## src/rtl/bin_to_bcd_display_pkg.sv

```systemverilog
// Shared types and constants for the binary-to-BCD display block:
// FSM state encoding, seven-segment glyphs and counter sizing.
package bin_to_bcd_display_pkg;

    typedef enum logic [1:0] {
        StIdle = 2'd0,
        StConv = 2'd1,
        StDone = 2'd2
    } state_e;

    // Active-low segment codes, bit order {g,f,e,d,c,b,a}.
    localparam logic [6:0] SegBlank = 7'b1111111;
    localparam logic [6:0] Seg0     = 7'b1000000;
    localparam logic [6:0] Seg1     = 7'b1111001;
    localparam logic [6:0] Seg2     = 7'b0100100;
    localparam logic [6:0] Seg3     = 7'b0110000;
    localparam logic [6:0] Seg4     = 7'b0011001;
    localparam logic [6:0] Seg5     = 7'b0010010;
    localparam logic [6:0] Seg6     = 7'b0000010;
    localparam logic [6:0] Seg7     = 7'b1111000;
    localparam logic [6:0] Seg8     = 7'b0000000;
    localparam logic [6:0] Seg9     = 7'b0010000;
    localparam logic [6:0] SegA     = 7'b0001000;
    localparam logic [6:0] SegB     = 7'b0000011;
    localparam logic [6:0] SegC     = 7'b1000110;
    localparam logic [6:0] SegD     = 7'b0100001;
    localparam logic [6:0] SegE     = 7'b0000110;
    localparam logic [6:0] SegF     = 7'b0001110;

    function automatic logic [6:0] seg_glyph(input logic [3:0] nibble);
        logic [6:0] seg;
        case (nibble)
            4'h0: seg = Seg0;
            4'h1: seg = Seg1;
            4'h2: seg = Seg2;
            4'h3: seg = Seg3;
            4'h4: seg = Seg4;
            4'h5: seg = Seg5;
            4'h6: seg = Seg6;
            4'h7: seg = Seg7;
            4'h8: seg = Seg8;
            4'h9: seg = Seg9;
            4'hA: seg = SegA;
            4'hB: seg = SegB;
            4'hC: seg = SegC;
            4'hD: seg = SegD;
            4'hE: seg = SegE;
            default: seg = SegF;
        endcase
        return seg;
    endfunction

    // Counter must hold the value WIDTH itself.
    function automatic int unsigned cnt_width(input int unsigned width);
        return $clog2(width + 1);
    endfunction

endpackage

```

## src/rtl/bin_to_bcd_display_seg7_encoder.sv

```systemverilog
// One seven-segment digit: hex glyph for a nibble, or all segments off when blanked.
module seg7_encoder
    import bin_to_bcd_display_pkg::*;
(
    input  logic [3:0] nibble_i,
    input  logic       blank_i,
    output logic [6:0] seg_o
);

    always_comb begin
        seg_o = blank_i ? SegBlank : seg_glyph(nibble_i);
    end

endmodule

```

## src/rtl/bin_to_bcd_display.sv

```systemverilog
// Latches a value on start, converts it to BCD one bit per cycle (shift-add-3),
// and drives decimal or hex digits onto active-low seven-segment outputs.
module bin_to_bcd_display
    import bin_to_bcd_display_pkg::*;
#(
    parameter int unsigned WIDTH       = 8,
    parameter int unsigned DIGITS      = 2,
    parameter int unsigned BLANK_ZEROS = 1
) (
    input  logic                  clock,
    input  logic                  reset,
    input  logic                  start,
    input  logic                  mode,
    input  logic [WIDTH-1:0]      value,
    output logic                  busy,
    output logic                  done,
    output logic                  overload,
    output logic [4*DIGITS-1:0]   bcd,
    output logic [7*DIGITS-1:0]   segments
);

    localparam int unsigned CntW = cnt_width(WIDTH);
    localparam int unsigned BcdW = 4 * DIGITS;

    state_e            state_q;
    logic [WIDTH-1:0]  shreg_q;
    logic [WIDTH-1:0]  value_q;
    logic              mode_q;
    logic [BcdW-1:0]   acc_q;
    logic              sticky_q;
    logic [CntW-1:0]   cnt_q;
    logic              busy_q;
    logic              done_q;
    logic              ovf_q;
    logic [BcdW-1:0]   bcd_q;

    logic [BcdW-1:0]   acc_adj;
    logic [BcdW-1:0]   acc_shift;
    logic [WIDTH-1:0]  shreg_shift;
    logic              carry_out;
    logic [BcdW-1:0]   hex_bcd;
    logic              hex_ovf;
    logic [DIGITS-1:0] blank;

    // One double-dabble step: correct every nibble, then shift the joint register.
    always_comb begin
        acc_adj = acc_q;
        for (int i = 0; i < int'(DIGITS); i++) begin
            if (acc_q[4*i+:4] >= 4'd5) begin
                acc_adj[4*i+:4] = acc_q[4*i+:4] + 4'd3;
            end
        end
        carry_out   = acc_adj[BcdW-1];
        acc_shift   = {acc_adj[BcdW-2:0], shreg_q[WIDTH-1]};
        shreg_shift = {shreg_q[WIDTH-2:0], 1'b0};
    end

    if (WIDTH > BcdW) begin : g_hex_wide
        assign hex_bcd = value_q[BcdW-1:0];
        assign hex_ovf = |value_q[WIDTH-1:BcdW];
    end else if (WIDTH == BcdW) begin : g_hex_exact
        assign hex_bcd = value_q;
        assign hex_ovf = 1'b0;
    end else begin : g_hex_narrow
        assign hex_bcd = {{(BcdW - WIDTH){1'b0}}, value_q};
        assign hex_ovf = 1'b0;
    end

    always_ff @(posedge clock) begin
        if (!reset) begin
            state_q  <= StIdle;
            shreg_q  <= '0;
            value_q  <= '0;
            mode_q   <= 1'b0;
            acc_q    <= '0;
            sticky_q <= 1'b0;
            cnt_q    <= '0;
            busy_q   <= 1'b0;
            done_q   <= 1'b0;
            ovf_q    <= 1'b0;
            bcd_q    <= '0;
        end else begin
            done_q <= 1'b0;
            case (state_q)
                StIdle: begin
                    busy_q <= 1'b0;
                    if (start) begin
                        shreg_q  <= value;
                        value_q  <= value;
                        mode_q   <= mode;
                        acc_q    <= '0;
                        sticky_q <= 1'b0;
                        cnt_q    <= CntW'(WIDTH);
                        state_q  <= StConv;
                    end
                end
                StConv: begin
                    busy_q   <= 1'b1;
                    acc_q    <= acc_shift;
                    shreg_q  <= shreg_shift;
                    sticky_q <= sticky_q | carry_out;
                    cnt_q    <= cnt_q - CntW'(1);
                    if (cnt_q == CntW'(1)) begin
                        state_q <= StDone;
                    end
                end
                StDone: begin
                    busy_q  <= 1'b0;
                    done_q  <= 1'b1;
                    bcd_q   <= mode_q ? acc_q : hex_bcd;
                    ovf_q   <= mode_q ? sticky_q : hex_ovf;
                    state_q <= StIdle;
                end
                default: begin
                    busy_q  <= 1'b0;
                    state_q <= StIdle;
                end
            endcase
        end
    end

    // Digit k>0 blanks when it and every higher digit are zero.
    always_comb begin : blank_calc
        logic nz;
        nz    = 1'b0;
        blank = '0;
        for (int k = int'(DIGITS) - 1; k >= 0; k--) begin
            nz       = nz | (bcd_q[4*k+:4] != 4'd0);
            blank[k] = (BLANK_ZEROS != 0) && (k != 0) && !nz;
        end
    end

    for (genvar k = 0; k < int'(DIGITS); k++) begin : g_digit
        seg7_encoder u_enc (
            .nibble_i (bcd_q[4*k+:4]),
            .blank_i  (blank[k]),
            .seg_o    (segments[7*k+:7])
        );
    end

    assign busy     = busy_q;
    assign done     = done_q;
    assign overload = ovf_q;
    assign bcd      = bcd_q;

endmodule

```

## config.mk

```make
export PLATFORM = sky130hd
export DESIGN_NAME = bin_to_bcd_display
export DESIGN_NICKNAME = d
export VERILOG_FILES = /design/src/rtl/bin_to_bcd_display_pkg.sv /design/src/rtl/bin_to_bcd_display_seg7_encoder.sv /design/src/rtl/bin_to_bcd_display.sv
export SDC_FILE = /design/constraint.sdc
export NUM_CORES = 1
export LEC_CHECK = 0
export ABC_AREA = 0
export CORE_MARGIN = 1.5
export CORE_UTILIZATION = 55
export CTS_BUF_LIST = sky130_fd_sc_hd__clkbuf_8
export CTS_CLUSTER_SIZE = 40
export DETAILED_ROUTE_END_ITERATION = 8
export HOLD_SLACK_MARGIN = 0.15
export PLACE_DENSITY = 0.8
export SYNTH_ARGS = -nofsm -noshare
export SYNTH_HDL_FRONTEND = slang
export SYNTH_HIERARCHICAL = 1
export SYNTH_SLANG_ARGS = --single-unit
```

## constraint.sdc

```tcl
create_clock -name clock -period 3.05 [get_ports clock]
set_input_delay 0.61 -clock clock [delete_from_list [all_inputs] [get_ports clock]]
set_output_delay 0.61 -clock clock [all_outputs]
set_load 0.005 [all_outputs]
```

# --- Word-level counts from Yosys, hierarchy flattened ---
# Memory sizes are Yosys's and may differ from the RTL's. A register that Yosys moved wholly into a read port is not among the register bits.
# Cells that the tools add are included.
# Widths: inputs -> output; s select.
op_classes:
  n_eq_ne: 5
  n_lt_le_gt_ge: 2
  add_sub_neg: 3
  bitwise_logic: 1
  n_reduce_logical: 6
  muxes: 22
ops:
  columns: ["op", "count"]
  rows:
  - ["$pmux 8 s2", 2]
  - ["$mux 4", 7]
  - ["$mux 8", 3]
  - ["$add 4x2->4 const B", 2]
  - ["$ge 4x3->1 const B", 2]
  - ["$pmux 4 s2", 1]
  - ["$mux 7", 1]
  - ["$reduce_and 2->1", 3]
  - ["$eq 4x1->1 const B", 1]
  - ["$mux 1", 4]
  - ["$mux 2", 2]
  - ["$ne 2x2->1 const B", 2]
  - ["$pmux 2 s2", 1]
  - ["$reduce_bool 4->1", 1]
  - ["$sub 4x1->4 const B", 1]
  - ["$eq 2x1->1 const B", 1]
  - ["$eq 2x2->1 const B", 1]
  - ["$logic_not 2->1", 1]
  - ["$pmux 1 s2", 1]
  - ["$reduce_bool 2->1", 1]
  - ["$or 1x1->1", 1]
totals:
  output_inout_bits: 25
  reg_bits: 43
  n_memories: 2
  wordCells: 52
  romBits: 224
memory_table:
  columns: ["name", "words", "word_bits", "read_ports", "rd_ports_with_merged_regs", "write_ports", "line_no", "rtl"]
  rows:
  - ["(name not given)", 16, 7, 1, 1, 0, "bin_to_bcd_display_pkg.sv:32", "case (nibble)"]
  - ["(name not given)", 16, 7, 1, 1, 0, "bin_to_bcd_display_pkg.sv:32", null]

# --- Longest topological paths before layout ---
depth:
  depth_word: 4
  depth_mapped: 6

# --- Hierarchy ---
# Netlist, hierarchy kept.
modules_own_cells:
  columns: ["mod", "cells_each", "area_each_um2", "n_inst"]
  rows:
  - ["bin_to_bcd_display", 221, 2092.0, 1]
  - ["seg7_encoder", 35, 299.0, 2]

# --- Least setup slack after synthesis ---
# No wires, ideal clock.
synth_timing:
  path_type: "flip-flop to output port"
  from: "reg bcd_q[4], in the netlist bcd[4]"
  to: "out segments[8]"
  required_time_ns: 2.440
  setup_slack_ns: 0.928
  arrival_time_ns: 1.512
  stages_incl_launch_ff: 5
  path_buffers: 0
  path_cell_list: "dfxtp_1 inv_1 ha_1 or2_2 a311o_1"
synth_between:
  elab_chain_len: 2
synth_rtl:
  columns: ["item", "line_no", "rtl"]
  rows:
  - ["from (decl)", "bin_to_bcd_display.sv:35", "logic [BcdW-1:0] bcd_q;"]
  - ["from (signal assigned)", "bin_to_bcd_display.sv:110", "bcd_q <= mode_q ? acc_q : hex_bcd;"]
  - ["$reduce_bool 4->1", "bin_to_bcd_display.sv:128", "nz = nz | (bcd_q[4*k+:4] != 4'd0);"]
  - ["$mux 7", "bin_to_bcd_display_seg7_encoder.sv:11", "seg_o = blank_i ? SegBlank : seg_glyph(nibble_i);"]
  - ["to (decl)", "bin_to_bcd_display.sv:19", "output logic [7*DIGITS-1:0] segments"]
# Every way passes these cells.

# --- Final worst setup path ---
layout_timing:
  from: "reg bcd_q[5], in the netlist bcd[5]"
  to: "out segments[8]"
# Same word-level chain as after synthesis.

==> results.md <==
* Status: finished clean
* Number of flops mapped to enable cells by yosys at 0
* DRC Markers at 0
* Lkg Pwr at 1.298 nW
* Worst R2R End: cnt_q[3]
* Mapped Cells at 291
* Clock slew at reported path FFs at 0.08 ns
* CTS Hold Bufs at 0
* First-pass GRT wire length at 8.997 mm
* CP Capture Type: output pin
* Period Utilization, post-route at 0.9407
* Vias in the first global route at 2004
* # diodes at 0
* RSZ-0062 raised after global routing: no
* Hold Path Cell Cnt at 2
* Asr flop ratio synth at 0
* HPWL after DPL at 3.691 mm
* Rows at 25
* Worst slew margin at 0.4958
* Required time of the critical path at 2.44 ns
* Core region area at 4723 um^2
* Overflow after GRT at 0
* DRT iter0 DRCs at 75
* Clock sink total at 43
* Setup ws final at 0.1808 ns
* Min Tclk post-route at 2.869 ns
* Final core utilization at 0.6652
* NumNets Final at 353
* Largest net degree at the start of global routing at 44
* CP Launch Type: flip-flop
* Hold Startpoint: hex_bcd[6]
* Max Transition Viols Final at 0
* Initial DRT Pass Iterations at 4
* Hold slack at 0.4599 ns
* Max-Cap Viols at 0
* Reg2Reg Setup Slack at 1.27 ns
* Total GRT Usage at 0.2124
* I/O pin cnt at 37
* TritonCTS Buffers at 5
* DIE WIDTH at 72.94 um
* Die ar. at 5320 um^2
* Syn Area/Cell at 9.244 um^2
* Placed cells at 381
* Setup_tns at 0 ns
* Setup violators final at 0
* Max frequency at 348.5 MHz
* Port buffer count at 36
* Clock Skews at 0.003787 ns
* Starting Density at 0.5695
* Clock tree root buffer cell: clkbuf_8
* Wire per inst at 13.39 um
* Post-DR vias/cell at 5.568
* Ys Warns at 6
* Pre-CTS setup slack at 0.4174 ns
* Routed vias at 2166
* H-tree Lvls at 2
* Antenna violations before repair at 0
* Max clock buf depth at 2
* Hold crit path type: reg -> reg
* Setup bufs post-CTS at 0
* Flops & latches, synth at 43
* CTS tree: done
* Worst slew pin tran at 0.7530 ns
* Hold Fails Final Rpt at 0
* Gpl congestion at 0.8875
* Chip height at 72.94 um
* Layout area overhead at 16.79%
* Cell Area, Synth at 2690 um^2
* Routed WL at 5.209 mm
* Layout cell share with drive strength beyond 1 at 0.09317
* Yosys cell types at 51
* Worst skew pair latency at 0.30 ns
* Power Dens Cells at 419.0 nW/um^2
* Final cell count without fillers at 389
* RR Startpoint: state_q[0]
* Cells on worst reg2reg path at 3
* Seq/Total Area, Yosys at 0.3200
* Critical Setup Path Class: reg -> out
* Primary FF master, synth: dfxtp_1
* Post-route antenna net violation count at 0
* Endpoint, Worst Hold: hex_bcd[6]
* Largest fanout on the critical path at 8
* Worst vdd rail ir drop at 0.4257 mV
* Crit path DAT at 2.26 ns
==> layout make-up <==
class | instances | area [um^2]
clock buffers | 5 | 68.82
fillers | 405 | 1582
clock inverters | 3 | 63.81
well taps | 67 | 83.83
multi-input cells | 216 | 1615
flip-flops and latches | 43 | 863.3
inverters | 15 | 56.30
repair buffers | 40 | 390.4
==> cell families after synthesis <==
group | count (synthesis) | synth area share
xor+xnor | 2 | 0.006513
buf+inv | 38 | 0.08790
fa+ha+maj | 20 | 0.09302
simple gates | 94 | 0.1865
compound gates | 74 | 0.2321
other cells | 1 | 0.001394
mux | 19 | 0.07256
flops | 43 | 0.3200
==> placed cells by master, fill, tap and decap left out, types with 5 or more instances in the layout <==
| cell | instances |
|---|---|
| nand2_1 | 29 |
| o21ai_0 | 6 |
| conb_1 | 7 |
| a21boi_1 | 12 |
| a2bb2oi_1 | 6 |
| mux2i_1 | 15 |
| nor2b_1 | 8 |
| ha_1 | 20 |
| clkdlybuf4s50_1 | 36 |
| clkbuf_8 | 5 |
| nand2b_1 | 7 |
| o221a_2 | 6 |
| dfxtp_1 | 41 |
| inv_1 | 16 |
| nor2_1 | 13 |
| o211a_1 | 8 |
| nand3_1 | 12 |
==> power breakdown <==
part           total (W)  internal, W  leakage (nW)  switching (W)
sequential      0.000621     0.000590         0.352      0.0000315
clock           0.000514     0.000324        0.0695       0.000190
combinational   0.000181    0.0000987         0.877      0.0000827
total            0.00132      0.00101          1.30       0.000304
==> synth_stat cells (2+ instances only) <==
library cell	n	area [um^2]
a221o_1	4	40.04
nor3_1	3	15.01
clkbuf_1	3	11.26
o211ai_1	4	30.03
buf_6	10	112.6
a211o_1	3	26.28
nand2_2	2	12.51
nor4b_1	2	17.52
nor2_1	13	48.80
nand2b_1	7	43.79
a311o_1	2	20.02
o21ai_0	6	30.03
buf_4	3	22.52
nand2_1	29	108.9
o221ai_1	3	26.28
xor2_1	2	17.52
mux2i_1	15	150.1
a2bb2oi_1	6	52.55
nor2b_1	8	50.05
o31ai_1	2	15.01
a2111o_1	4	45.04
and2_1	2	12.51
dfxtp_1	43	860.8
inv_1	15	56.30
mux2_1	4	45.04
a21boi_1	12	90.09
a21boi_0	2	15.01
or2_2	4	25.02
nand3_1	12	60.06
o221a_2	6	67.56
buf_2	4	20.02
a32oi_1	4	35.03
and3_1	4	25.02
a21oi_1	4	20.02
o211a_1	8	80.08
ha_1	20	250.2
clkbuf_2	2	10.01
==> sequential cells by signal (all words and copies together), names as in the netlist <==
name	count
mode_q	1
hex_bcd	8
cnt_q	4
acc_q	8
done	1
shreg_q	8
sticky_q	1
bcd	8
overload	1
busy	1
state_q	2
==> worst max-delay path by stage <==
stage | startpoint | to | slack (ns) | cells after the start
after floorplan | bcd[4] | segments[8] | 0.93 | 4
after global placement | bcd[4] | segments[8] | 0.46 | 5
after detailed placement | bcd[4] | segments[8] | 0.42 | 5
after CTS | bcd[4] | segments[8] | 0.08 | 5
after global routing | bcd[5] | segments[8] | 0.02 | 5
final | bcd[5] | segments[8] | 0.18 | 5
==> worst max-delay path, cell delays in order (launching register included) <==
cell	delay [ns]
dfxtp_1	0.46
inv_1	0.15
ha_1	0.29
or2_2	0.31
a311o_1	0.31
clkdlybuf4s50_1	0.44
==> routing by layer <==
| metal | global-route usage | vias to the layer above | part of all wire |
|---|---|---|---|
| met1 | 0.2593 | 1017 | 0.47 |
| li1 | - | 1099 | - |
| met5 | 0 | - | 0 |
| met2 | 0.3802 | 43 | 0.49 |
| met3 | 0.03867 | 7 | 0.029 |
| met4 | 0.06080 | 0 | 0.011 |
==> stage by stage <==
step	cell area, um^2	power, W
floorplan	2713	0.0007612
global placement	3007	0.0008107
detailed placement	3007	0.0008141
CTS	3139	0.001325
global route	3142	0.001375
finish	3142	0.001316
==> timing repair <==
| item | CTS | global route |
|---|---|---|
| endpoints found under the setup margin | 0 | 3 |
| hold endpoints to repair | 0 | 0 |
| resized for setup | 0 | 2 |
Note: power is estimated with default switching activity, not from simulation.
